<file path="src/rtl/norm_seq32.sv">
// rtl/norm_seq32.sv - 32-bit normalizer: leading-zero count and left shift using one shared 16-bit leading-one detector
// Optional macro NORM_BACK2BACK_EN lets HOLD accept the next operand while the result is taken.
module norm_seq32 (
  input  logic        clk,
  input  logic        rst_n,
  input  logic        in_valid,
  output logic        in_ready,
  input  logic [31:0] in_data,
  output logic        out_valid,
  input  logic        out_ready,
  output logic [31:0] out_data,
  output logic [5:0]  out_lz,
  output logic        out_zero,
  output logic        busy
);

  typedef enum logic [2:0] {IDLE, DET_HI, DET_LO, SHIFT, HOLD} state_t;

  state_t      state_q, state_d;
  logic [31:0] data_q, data_d;
  logic [5:0]  lz_q, lz_d;
  logic        zero_q, zero_d;
  logic [31:0] out_data_q, out_data_d;
  logic [5:0]  out_lz_q, out_lz_d;
  logic        out_zero_q, out_zero_d;
  logic        out_valid_q, out_valid_d;
  logic        busy_q, busy_d;
  logic        rdy_en_q, rdy_en_d;

  logic [15:0] det_in;
  logic [3:0]  det_pos;
  logic        det_nz;

  // Detector input is parked at zero outside the two detect states.
  always_comb begin
    det_in = 16'h0000;
    if (state_q == DET_HI) det_in = data_q[31:16];
    else if (state_q == DET_LO) det_in = data_q[15:0];
  end

  always_comb begin
    det_pos = 4'd0;
    for (int i = 0; i < 16; i++) begin
      if (det_in[i]) det_pos = 4'(i);
    end
    det_nz = |det_in;
  end

  // rdy_en_q keeps in_ready low until the first clock after reset release.
`ifdef NORM_BACK2BACK_EN
  assign in_ready = rdy_en_q & ((state_q == IDLE) | ((state_q == HOLD) & out_ready));
`else
  assign in_ready = rdy_en_q & (state_q == IDLE);
`endif

  always_comb begin
    state_d    = state_q;
    data_d     = data_q;
    lz_d       = lz_q;
    zero_d     = zero_q;
    out_data_d = out_data_q;
    out_lz_d   = out_lz_q;
    out_zero_d = out_zero_q;
    rdy_en_d   = 1'b1;
    case (state_q)
      IDLE: begin
        if (in_valid && in_ready) begin
          data_d  = in_data;
          state_d = DET_HI;
        end
      end
      DET_HI: begin
        if (det_nz) begin
          lz_d    = 6'd15 - {2'b00, det_pos};
          zero_d  = 1'b0;
          state_d = SHIFT;
        end else begin
          state_d = DET_LO;
        end
      end
      DET_LO: begin
        if (det_nz) begin
          lz_d   = 6'd31 - {2'b00, det_pos};
          zero_d = 1'b0;
        end else begin
          lz_d   = 6'd32;
          zero_d = 1'b1;
        end
        state_d = SHIFT;
      end
      SHIFT: begin
        out_data_d = lz_q[5] ? 32'h0 : (data_q << lz_q[4:0]);
        out_lz_d   = lz_q;
        out_zero_d = zero_q;
        state_d    = HOLD;
      end
      HOLD: begin
        if (out_ready) begin
          state_d = IDLE;
`ifdef NORM_BACK2BACK_EN
          if (in_valid && in_ready) begin
            data_d  = in_data;
            state_d = DET_HI;
          end
`endif
        end
      end
      default: state_d = IDLE;
    endcase
    out_valid_d = (state_d == HOLD);
    busy_d      = (state_d != IDLE);
  end

  always_ff @(posedge clk or negedge rst_n) begin
    if (!rst_n) begin
      state_q     <= IDLE;
      data_q      <= 32'h0;
      lz_q        <= 6'd0;
      zero_q      <= 1'b0;
      out_data_q  <= 32'h0;
      out_lz_q    <= 6'd0;
      out_zero_q  <= 1'b0;
      out_valid_q <= 1'b0;
      busy_q      <= 1'b0;
      rdy_en_q    <= 1'b0;
    end else begin
      state_q     <= state_d;
      data_q      <= data_d;
      lz_q        <= lz_d;
      zero_q      <= zero_d;
      out_data_q  <= out_data_d;
      out_lz_q    <= out_lz_d;
      out_zero_q  <= out_zero_d;
      out_valid_q <= out_valid_d;
      busy_q      <= busy_d;
      rdy_en_q    <= rdy_en_d;
    end
  end

  assign out_data  = out_data_q;
  assign out_lz    = out_lz_q;
  assign out_zero  = out_zero_q;
  assign out_valid = out_valid_q;
  assign busy      = busy_q;

endmodule
</file>
<file path="config.mk">
export PLATFORM = sky130hd
export DESIGN_NAME = norm_seq32
export DESIGN_NICKNAME = d
export VERILOG_FILES = /design/src/rtl/norm_seq32.sv
export SDC_FILE = /design/constraint.sdc
export NUM_CORES = 1
export LEC_CHECK = 0
export ABC_AREA = 1
export BUFFER_PORTS_ARGS = -buffer_cell sky130_fd_sc_hd__buf_4
export CORE_MARGIN = 3
export CORE_UTILIZATION = 51
export CTS_CLUSTER_SIZE = 10
export DETAILED_ROUTE_END_ITERATION = 12
export PLACE_DENSITY_LB_ADDON = 0.15
export RECOVER_POWER = 25
export SLEW_MARGIN = 20
export SYNTH_ARGS = -nofsm -noshare
export SYNTH_HDL_FRONTEND = slang
export SYNTH_SLANG_ARGS = --single-unit
</file>
<file path="constraint.sdc">
create_clock -name clk -period 1.8 [get_ports clk]
set_clock_uncertainty 0.15 [all_clocks]
set_input_delay 0.09 -clock clk [delete_from_list [all_inputs] [get_ports clk]]
set_output_delay 0.09 -clock clk [all_outputs]
set_load 0.03 [all_outputs]
</file>
==> run_results.csv, run 1 <==
group,metric,value,unit
sta,max-slew-margin-rel,24.4,%
clocking,htreeDepth,3,
pwr,cellLeakagePower,3.61,nW
global_routing,grt_pass1_wl,23.4,mm
drt,wl_per_cell,16.8,um
logic_synthesis,synth_edf_count,0,
floorplanning,fp.dieArea,0.0105,sq mm
final_layout,stdcell_count,945,
pwr,p_total,0.0163,W
run,cap_violations,0,
logic_synthesis,synth_adder_area_share,0,%
sta,drv_slew,0,
final_layout,finalNetCount,869,
worst_setup_path,start_kind,"register",
drt,drt_iter0_drc,312,
final_layout,n_antenna_cell,0,
drt,vias_per_cell,5.56,
final_layout,layout-drive-gt1-share,33.9,%
logic_synthesis,synth_top_family_by_area,"compound AO/OA/AOI/OAI gates",
pwr,p_clk_share,8.5,%
placed_design,placed_cells,862,
logic_synthesis,seq_area_frac_synth,43.0,%
sta,period_share,126,%
placed_design,dpl.hpwl,9.90,mm
logic_synthesis,synth-simple-area-share,21.9,%
logic_synthesis,synth_warnings,0,
floorplanning,ios,78,
logic_synthesis,syn_area,0.00477,sq mm
global_routing,gr-usage-all-layers,28.3,%
pwr,p_sw_share,48.7,%
global_routing,antenna_found_initial,0,
global_routing,grt_pass1_vias,4704,
clocking,clk_pin_slew,0.10,ns
clocking,root_buffer,"clkbuf_8",
final_layout,final_cell_mix,"buf_4, nand2_1, dfrtp_1",
sta,finalHoldViolCount,0,
sta,finalSetupViolCount,38,
floorplanning,die_w,103,um
worst_setup_path,worstSetupPathType,"reg2reg",
floorplanning,rows,34,
pwr,combPwrFrac,71.5,%
drt,drcViolationCount,0,
placed_design,place_congestion,0.886,
floorplanning,core_area,0.00889,sq mm
sta,worst-slew-pin-transition,1.13,ns
logic_synthesis,synth-compound-area-share,22.8,%
logic_synthesis,synth_xor_area_share,0,%
logic_synthesis,syn_area_per_cell,7.50,sq um
logic_synthesis,ys_types,41,
global_routing,grt_max_degree,83,
min_path,hold_path.class,"in2reg",
worst_setup_path,setup.worst_path.end_class,"register",
clocking,clock_sinks,82,
clocking,cts_tree,"done",
pwr,switching_power,0.00791,W
drt,drtPass1Iterations,5,
final_layout,synthToLayoutAreaGrowth,49.2,%
drt,via_count,5256,
pwr,pwr_density_cell,2280,mW/mm^2
clocking,cts_buffers,9,
placed_design,portBuffers,77,
sta,max_freq,0.440,GHz
pwr,seqPwrFrac,20.0,%
logic_synthesis,synthMuxAreaShare,3.07,%
sta,finalCriticalPeriod,2.27,ns
floorplanning,die_y,103,um
drt,wirelength,15.9,mm
pwr,vdd.ir_drop.worst,1090,uV
logic_synthesis,syn-num-nets,672,
final_layout,final_common_cell,"buf_4",
worst_setup_path,cp_data_required_time,1.90,ns
clocking,clkLatencyLatePin,0.37,ns
worst_setup_path,cp.arrival,2.37,ns
clocking,cts_buffer_depth,2,
logic_synthesis,netlist.area_leader.share,43.0,%
sta,rsz0062_at_grt,"yes",
logic_synthesis,ys.flop_type,"dfrtp_1",
logic_synthesis,synth_area_leaders,"dfrtp_1, nand2_1, o21ai_0",
status,violations,"negative setup slack",
logic_synthesis,synthArstFlopShare,100,%
floorplanning,start_util,53.6,%
sta,worst_slack,-0.471,ns
logic_synthesis,synth_area_leader_cell,"dfrtp_1",
drt,ant_nets,0,
global_routing,overflow,0,
pwr,internal_power,0.00834,W
status,outcome,"complete, but fails checks",
worst_setup_path,critical_path_peak_fanout,6,
logic_synthesis,synthCells,636,
logic_synthesis,ys_seq_elements,82,
==> synthesized netlist by cell type (3+ instances only) <==
master	n
buf_1	5
mux2i_1	9
or2_2	4
o22ai_2	4
nand3_1	12
o31ai_1	3
o21ai_0	96
nand2_1	165
inv_1	57
a21oi_1	29
nor2_1	48
buf_2	9
nand4_1	3
o221ai_1	6
o211ai_1	19
o22ai_1	14
dfrtp_1	82
inv_2	7
mux2_2	5
clkinv_1	3
nor2_2	7
clkbuf_1	23
==> path summary, 6_finish.rpt <==
kind,from,to,slack [ns],cells past startpoint
hold / removal,out_ready,out_valid,0.32,3
hold reg to reg,out_data[1],out_data[1],0.34,2
setup reg to reg,state_q[0],lz_q[0],-0.47,20
min in group asynchronous,rst_n,out_valid,0.45,3
max in group asynchronous,rst_n,data_q[12],0.30,3
setup / recovery,state_q[0],lz_q[0],-0.47,20
==> power by group through the flow <==
| stage | registers (W) | logic [W] | clock network (W) |
|---|---|---|---|
| after global placement | 0.00322 | 0.00940 | 0 |
| after CTS | 0.00321 | 0.0104 | 0.00138 |
| after detailed placement | 0.00324 | 0.00955 | 0 |
| final | 0.00325 | 0.0116 | 0.00139 |
| after global routing | 0.00332 | 0.0126 | 0.00145 |
| after floorplan | 0.00385 | 0.00524 | 0 |
==> sequential cells by signal, indices dropped and copies added, names as in the netlist <==
signal / cells
data_q: 32
lz_q: 6
busy: 1
state_q: 3
out_valid: 1
out_lz: 6
out_data: 32
rdy_en_q: 1
==> timing repair <==
action	in CTS	in global routing
hold buffers	35	0
buffers inserted	12	17
setup endpoints to repair	42	63
gates cloned	2	3
hold endpoints to repair	117	0
gates resized for setup	66	40
pin swaps	10	14
==> cell type report <==
cell class,instances,area (sq um)
inverter,67,262
clock inverter,4,52.6
multi-input combinational,448,2490
fill,588,1780
sequential,82,2050
clock buffer,11,141
tap,108,135
timing repair buffer,225,1980
==> per-stage QoR <==
step	hold WS, ns	util [%]	setup WS (ns)	area, sq um	TNS, ns
global placement	-0.00150	67.6	-0.290	6010	-5.04
floorplan	-0.356	-	-0.0297	4800	-0.132
global route	0.341	80.0	-0.557	7120	-13.65
finish	0.321	80.0	-0.471	7120	-6.91
CTS	0.160	76.4	-0.292	6800	-4.78
detailed placement	0.00263	67.6	-0.316	6010	-6.19
==> critical path: stages (launching register included) <==
cell	delay, ns
dfrtp_2	0.47
nor2_4	0.21
nand2_4	0.13
inv_2	0.09
nand2_2	0.06
nand2_2	0.08
inv_4	0.04
nand2_2	0.05
nand2_2	0.07
nand2_2	0.07
nand2_1	0.04
nand2_1	0.08
nand2_1	0.07
nand2_1	0.10
nand2_1	0.07
nand2_1	0.07
nand2_1	0.05
nand2_1	0.07
nand2_1	0.05
nand2_1	0.07
nand2_1	0.06
==> logic make-up after synthesis <==
logic type / after synthesis
simple gates: 248
flops: 82
buf+inv: 107
other cells: 1
mux: 14
compound gates: 184
==> per-layer routing <==
metal | track usage [%] | part of all wire (%) | vias to the layer above
met3 | 4.19 | 5.7 | 46
li1 | - | - | 2511
met2 | 46.1 | 48 | 207
met4 | 8.88 | 2.6 | 0
met1 | 39.0 | 43 | 2492
met5 | 0 | 0 | -
Power figures use the tool's default switching activity.
==> run 2: changes to the inputs <==
CORE_UTILIZATION = 57   (was 51)
clock period = 2.22 ns   (was 1.8 ns; I/O delays follow)
==> run_results.csv, run 2 (synthesized netlist as in run 1, its figures left out) <==
group,metric,value,unit
global_routing,gr-usage-all-layers,27.5,%
worst_setup_path,critical_path_peak_fanout,50,
floorplanning,ios,78,
placed_design,pre_cts_slack,0.121,ns
floorplanning,start_util,60.1,%
sta,finalCriticalPeriod,2.20,ns
sta,drv_slew,0,
pwr,vdd.ir_drop.worst,1110,uV
sta,finalHoldViolCount,0,
status,outcome,"complete, no violations",
placed_design,portBuffers,77,
drt,via_count,4809,
drt,drtPass1Iterations,6,
clocking,clk_pin_slew,0.09,ns
final_layout,finalNetCount,779,
clocking,clkLatencyLatePin,0.37,ns
worst_setup_path,worstSetupPathType,"reg2reg",
clocking,htreeDepth,3,
worst_setup_path,start_kind,"register",
final_layout,fillerInstances,586,
floorplanning,rows,32,
floorplanning,fp.dieArea,0.00950,sq mm
min_path,hold_path.class,"in2async",
sta,worst_slack,0.0185,ns
sta,max_freq,0.454,GHz
global_routing,grt_pass1_wl,21.3,mm
final_layout,final_common_cell,"nand2_1",
pwr,cellLeakagePower,3.07,nW
global_routing,grt_pass1_vias,4363,
worst_setup_path,reg2reg_to,"out_data[19]",
sta,final.setup.tns,0,ns
worst_setup_path,cp.arrival,2.36,ns
drt,vias_per_cell,5.66,
clocking,cts_buffer_depth,2,
placed_design,dpl.hpwl,9.18,mm
worst_setup_path,reg2reg_setup_slack,0.02,ns
run,cap_violations,0,
final_layout,final_cell_mix,"nand2_1, o21ai_0, buf_4",
global_routing,grt_max_degree,60,
final_layout,n_antenna_cell,0,
final_layout,multiInputGateArea,0.00231,sq mm
pwr,pwr_density_cell,1790,mW/mm^2
sta,finalSetupViolCount,0,
clocking,cts_buffers,9,
sta,worst-slew-pin-transition,0.990,ns
final_layout,layout-drive-gt1-share,21.3,%
sta,worst_hold_slack,0.286,ns
drt,drt_iter0_drc,418,
final_layout,final-seq-area,0.00206,sq mm
drt,drcViolationCount,0,
drt,ant_nets,0,
clocking,root_buffer,"clkbuf_8",
worst_setup_path,cp_data_required_time,2.38,ns
drt,wl_per_cell,16.1,um
clocking,clock_sinks,82,
floorplanning,die_w,97.5,um
worst_setup_path,setup.worst_path.end_class,"register",
drt,wirelength,13.7,mm
worst_setup_path,timing.rr.start,"lz_q[0]",
placed_design,place_congestion,0.919,
sta,period_share,99.2,%
global_routing,overflow,0,
final_layout,synthToLayoutAreaGrowth,28.4,%
floorplanning,die_y,97.5,um
global_routing,antenna_found_initial,0,
clocking,cts_tree,"done",
worst_setup_path,reg2reg_depth,9,
floorplanning,core_area,0.00793,sq mm
sta,max-slew-margin-rel,34.0,%
run 2: cell types whose count changed in the layout (fill, tap and decap cells not counted), sizes merged:
cell	delta
bufinv	+1
clkbuf	-1
clkinvlp	-1
buf	-87
bufbuf	-1
run 2: timing repair:
action / CTS / global route
resized for setup: 0 / 12
setup endpoints to repair: 0 / 14
endpoints found under the hold margin: 114 / 0
hold buffers: 35 / 0
setup buffers: 0 / 9
run 2: stage by stage:
step                cells  util [%]  total power, W  instance area, sq um
floorplan             636         -         0.00732                  4770
global placement      789      68.7         0.00900                  5450
detailed placement    789      68.7         0.00914                  5450
CTS                   840      75.9          0.0104                  6020
global route          850      77.2          0.0118                  6120
finish                850      77.2          0.0110                  6120
run 2: area by class of cell:
cell class / count / share of cell area, %
clock buffers: 12 / 2.37
clock inverters: 4 / 1.23
inverters: 67 / 4.15
multi-input cells: 448 / 37.8
flip-flops and latches: 82 / 33.6
well taps: 102 / 2.08
repair buffers: 135 / 18.8
run 2: worst max-delay path: stages (launching register included):
cell and delay, ns:
dfrtp_1 0.42, buf_12 0.19, o21ai_0 0.40, nand2_1 0.09, o21ai_0 0.13, nand2_1 0.08, o21ai_0 0.16, o21ai_0 0.18
o22ai_1 0.18, a22o_1 0.15
run 2: where the power goes:
group | total, W | leakage [nW] | internal, W | switching (W)
clock | 0.00122 | 0.103 | 0.000665 | 0.000559
sequential | 0.00264 | 0.978 | 0.00217 | 0.000469
combinational | 0.00711 | 1.99 | 0.00249 | 0.00462
run 2: layer usage:
layer | vias up | track usage, % | part of all wire (%)
met5 | - | 0 | 0
met2 | 211 | 46.1 | 49
met3 | 43 | 4.09 | 6.1
met1 | 2240 | 36.5 | 42
li1 | 2315 | - | -
met4 | 0 | 9.58 | 2.8
run 2: how the worst max path moves through the flow:
stage / startpoint / endpoint / slack, ns / cells past startpoint
2_1_floorplan: state_q[0] / data_q[23] / 0.25 / 6
3_3_place_gp: state_q[0] / lz_q[3] / 0.17 / 10
3_5_place_dp: state_q[0] / lz_q[4] / 0.12 / 10
4_1_cts: lz_q[0] / out_data[19] / 0.06 / 7
5_1_grt: state_q[1] / lz_q[0] / -0.11 / 18
6_report: lz_q[0] / out_data[19] / 0.02 / 9
==> run 3: changes to the inputs <==
clock period = 2.3 ns   (was 2.22 ns; I/O delays follow)
==> run_results.csv, run 3 (synthesized netlist as in run 1, its figures left out) <==
group,metric,value,unit
clocking,root_buffer,"clkbuf_8",
placed_design,dpl.hpwl,9.05,mm
placed_design,portBuffers,77,
clocking,htreeDepth,3,
pwr,p_clk_share,11.5,%
drt,drcViolationCount,0,
clocking,cts_buffers,9,
floorplanning,rows,32,
placed_design,placed_cells,788,
drt,ant_nets,0,
final_layout,fillerInstances,620,
floorplanning,die_y,97.5,um
clocking,cts_setup_buffers,0,
drt,wirelength,12.8,mm
drt,drtPass1Iterations,7,
sta,drv_slew,0,
drt,vias_per_cell,5.61,
drt,drt_iter0_drc,311,
worst_setup_path,critical_path_peak_fanout,14,
final_layout,final_util,75.7,%
global_routing,antenna_found_initial,0,
worst_setup_path,setup.worst_path.end_class,"register",
sta,period_share,94.1,%
sta,worst_slack,0.136,ns
clocking,clock_sinks,82,
global_routing,grt_pass1_vias,4333,
run,cap_violations,0,
pwr,combPwrFrac,63.8,%
drt,wl_per_cell,15.3,um
worst_setup_path,reg2reg_setup_slack,0.14,ns
pwr,cellLeakagePower,3.01,nW
sta,max_freq,0.462,GHz
sta,finalCriticalPeriod,2.16,ns
final_layout,multiInputGateArea,0.00230,sq mm
clocking,clk_pin_slew,0.09,ns
floorplanning,start_util,60.1,%
floorplanning,core_area,0.00793,sq mm
worst_setup_path,cp_data_required_time,2.43,ns
clocking,cts_buffer_depth,2,
floorplanning,die_w,97.5,um
pwr,seqPwrFrac,24.6,%
final_layout,finalNetCount,768,
final_layout,layout-drive-gt1-share,19.8,%
sta,finalHoldViolCount,0,
global_routing,gr-usage-all-layers,27.3,%
global_routing,grt_pass1_wl,21.3,mm
final_layout,stdcell_count,839,
clocking,clkLatencyLatePin,0.36,ns
pwr,p_sw_share,51.2,%
floorplanning,fp.dieArea,0.00950,sq mm
final_layout,final_cell_mix,"nand2_1, o21ai_0, buf_4",
pwr,switching_power,0.00518,W
final_layout,final_common_cell,"nand2_1",
status,outcome,"complete, no violations",
pwr,internal_power,0.00494,W
worst_setup_path,worstSetupPathType,"reg2reg",
placed_design,place_congestion,0.928,
placed_design,pre_cts_slack,0.171,ns
worst_setup_path,cp.arrival,2.29,ns
pwr,vdd.ir_drop.worst,840,uV
sta,rsz0062_at_grt,"yes",
min_path,hold_path.class,"reg2reg",
sta,max-slew-margin-rel,25.9,%
floorplanning,ios,78,
global_routing,overflow,0,
worst_setup_path,start_kind,"register",
final_layout,final-seq-area,0.00205,sq mm
drt,via_count,4703,
final_layout,synthToLayoutAreaGrowth,25.8,%
sta,finalSetupViolCount,0,
pwr,pwr_density_cell,1690,mW/mm^2
final_layout,n_antenna_cell,0,
sta,worst-slew-pin-transition,1.11,ns
global_routing,grt_max_degree,83,
clocking,cts_tree,"done",
-- run 3: final timing paths --
kind | endpoint | cells after the start | startpoint
max | lz_q[3] | 11 | state_q[2]
min | out_data[6] | 2 | out_data[6]
max reg2reg | lz_q[3] | 11 | state_q[2]
min reg2reg | out_data[6] | 2 | out_data[6]
max in group asynchronous | state_q[0] | 2 | rst_n
min in group asynchronous | out_data[9] | 2 | rst_n
-- run 3: area by class of cell --
class                           instances  area share (%)
Clock buffer                           10            2.13
Clock inverter                          6            1.50
Inverter                               67            4.19
Multi-Input combinational cell        447            38.3
Sequential cell                        82            34.2
Tap cell                              102            2.13
Timing Repair Buffer                  125            17.5
-- run 3: critical path, cell delays in order, from the launching register on --
cell and delay [ns]:
dfrtp_1 0.44, inv_1 0.13, nand3_4 0.20, buf_4 0.18, o22ai_2 0.07, nor2_2 0.14
nand2_2 0.09, nor4_4 0.18, nand2_4 0.11, a21oi_4 0.17, inv_2 0.09, o22ai_2 0.11
-- run 3: power groups by stage --
stage,Clock (W),Combinational [W],Sequential [W]
final,0.00117,0.00646,0.00250
after global routing,0.00126,0.00719,0.00258
after CTS,0.00118,0.00638,0.00248
after detailed placement,0,0.00629,0.00251
after global placement,0,0.00621,0.00248
after floorplan,0,0.00406,0.00301
-- run 3: per-layer routing --
metal,vias to the layer above,wire length [um],global-route usage (%)
li1,2289,-,-
met1,2207,5580,37.3
met2,188,6250,45.7
met3,19,761,4.24
met4,0,210,7.03
met5,-,0,0
-- run 3: through the flow --
stage | cell area [sq um] | hold WS (ns) | total power (W) | setup TNS (ns)
after CTS | 5980 | 0.335 | 0.0100 | 0
after detailed placement | 5420 | 0.168 | 0.00880 | 0
after global routing | 6000 | 0.356 | 0.0110 | -0.00907
after floorplan | 4770 | -0.331 | 0.00706 | 0
after global placement | 5420 | 0.161 | 0.00869 | 0
final | 6000 | 0.339 | 0.0101 | 0
-- run 3: repair_timing --
action                                  in CTS  in global routing
hold buffers                                35                  0
hold endpoints to repair                   117                  0
endpoints found under the setup margin       0                  3
gates resized for setup                      0                  4
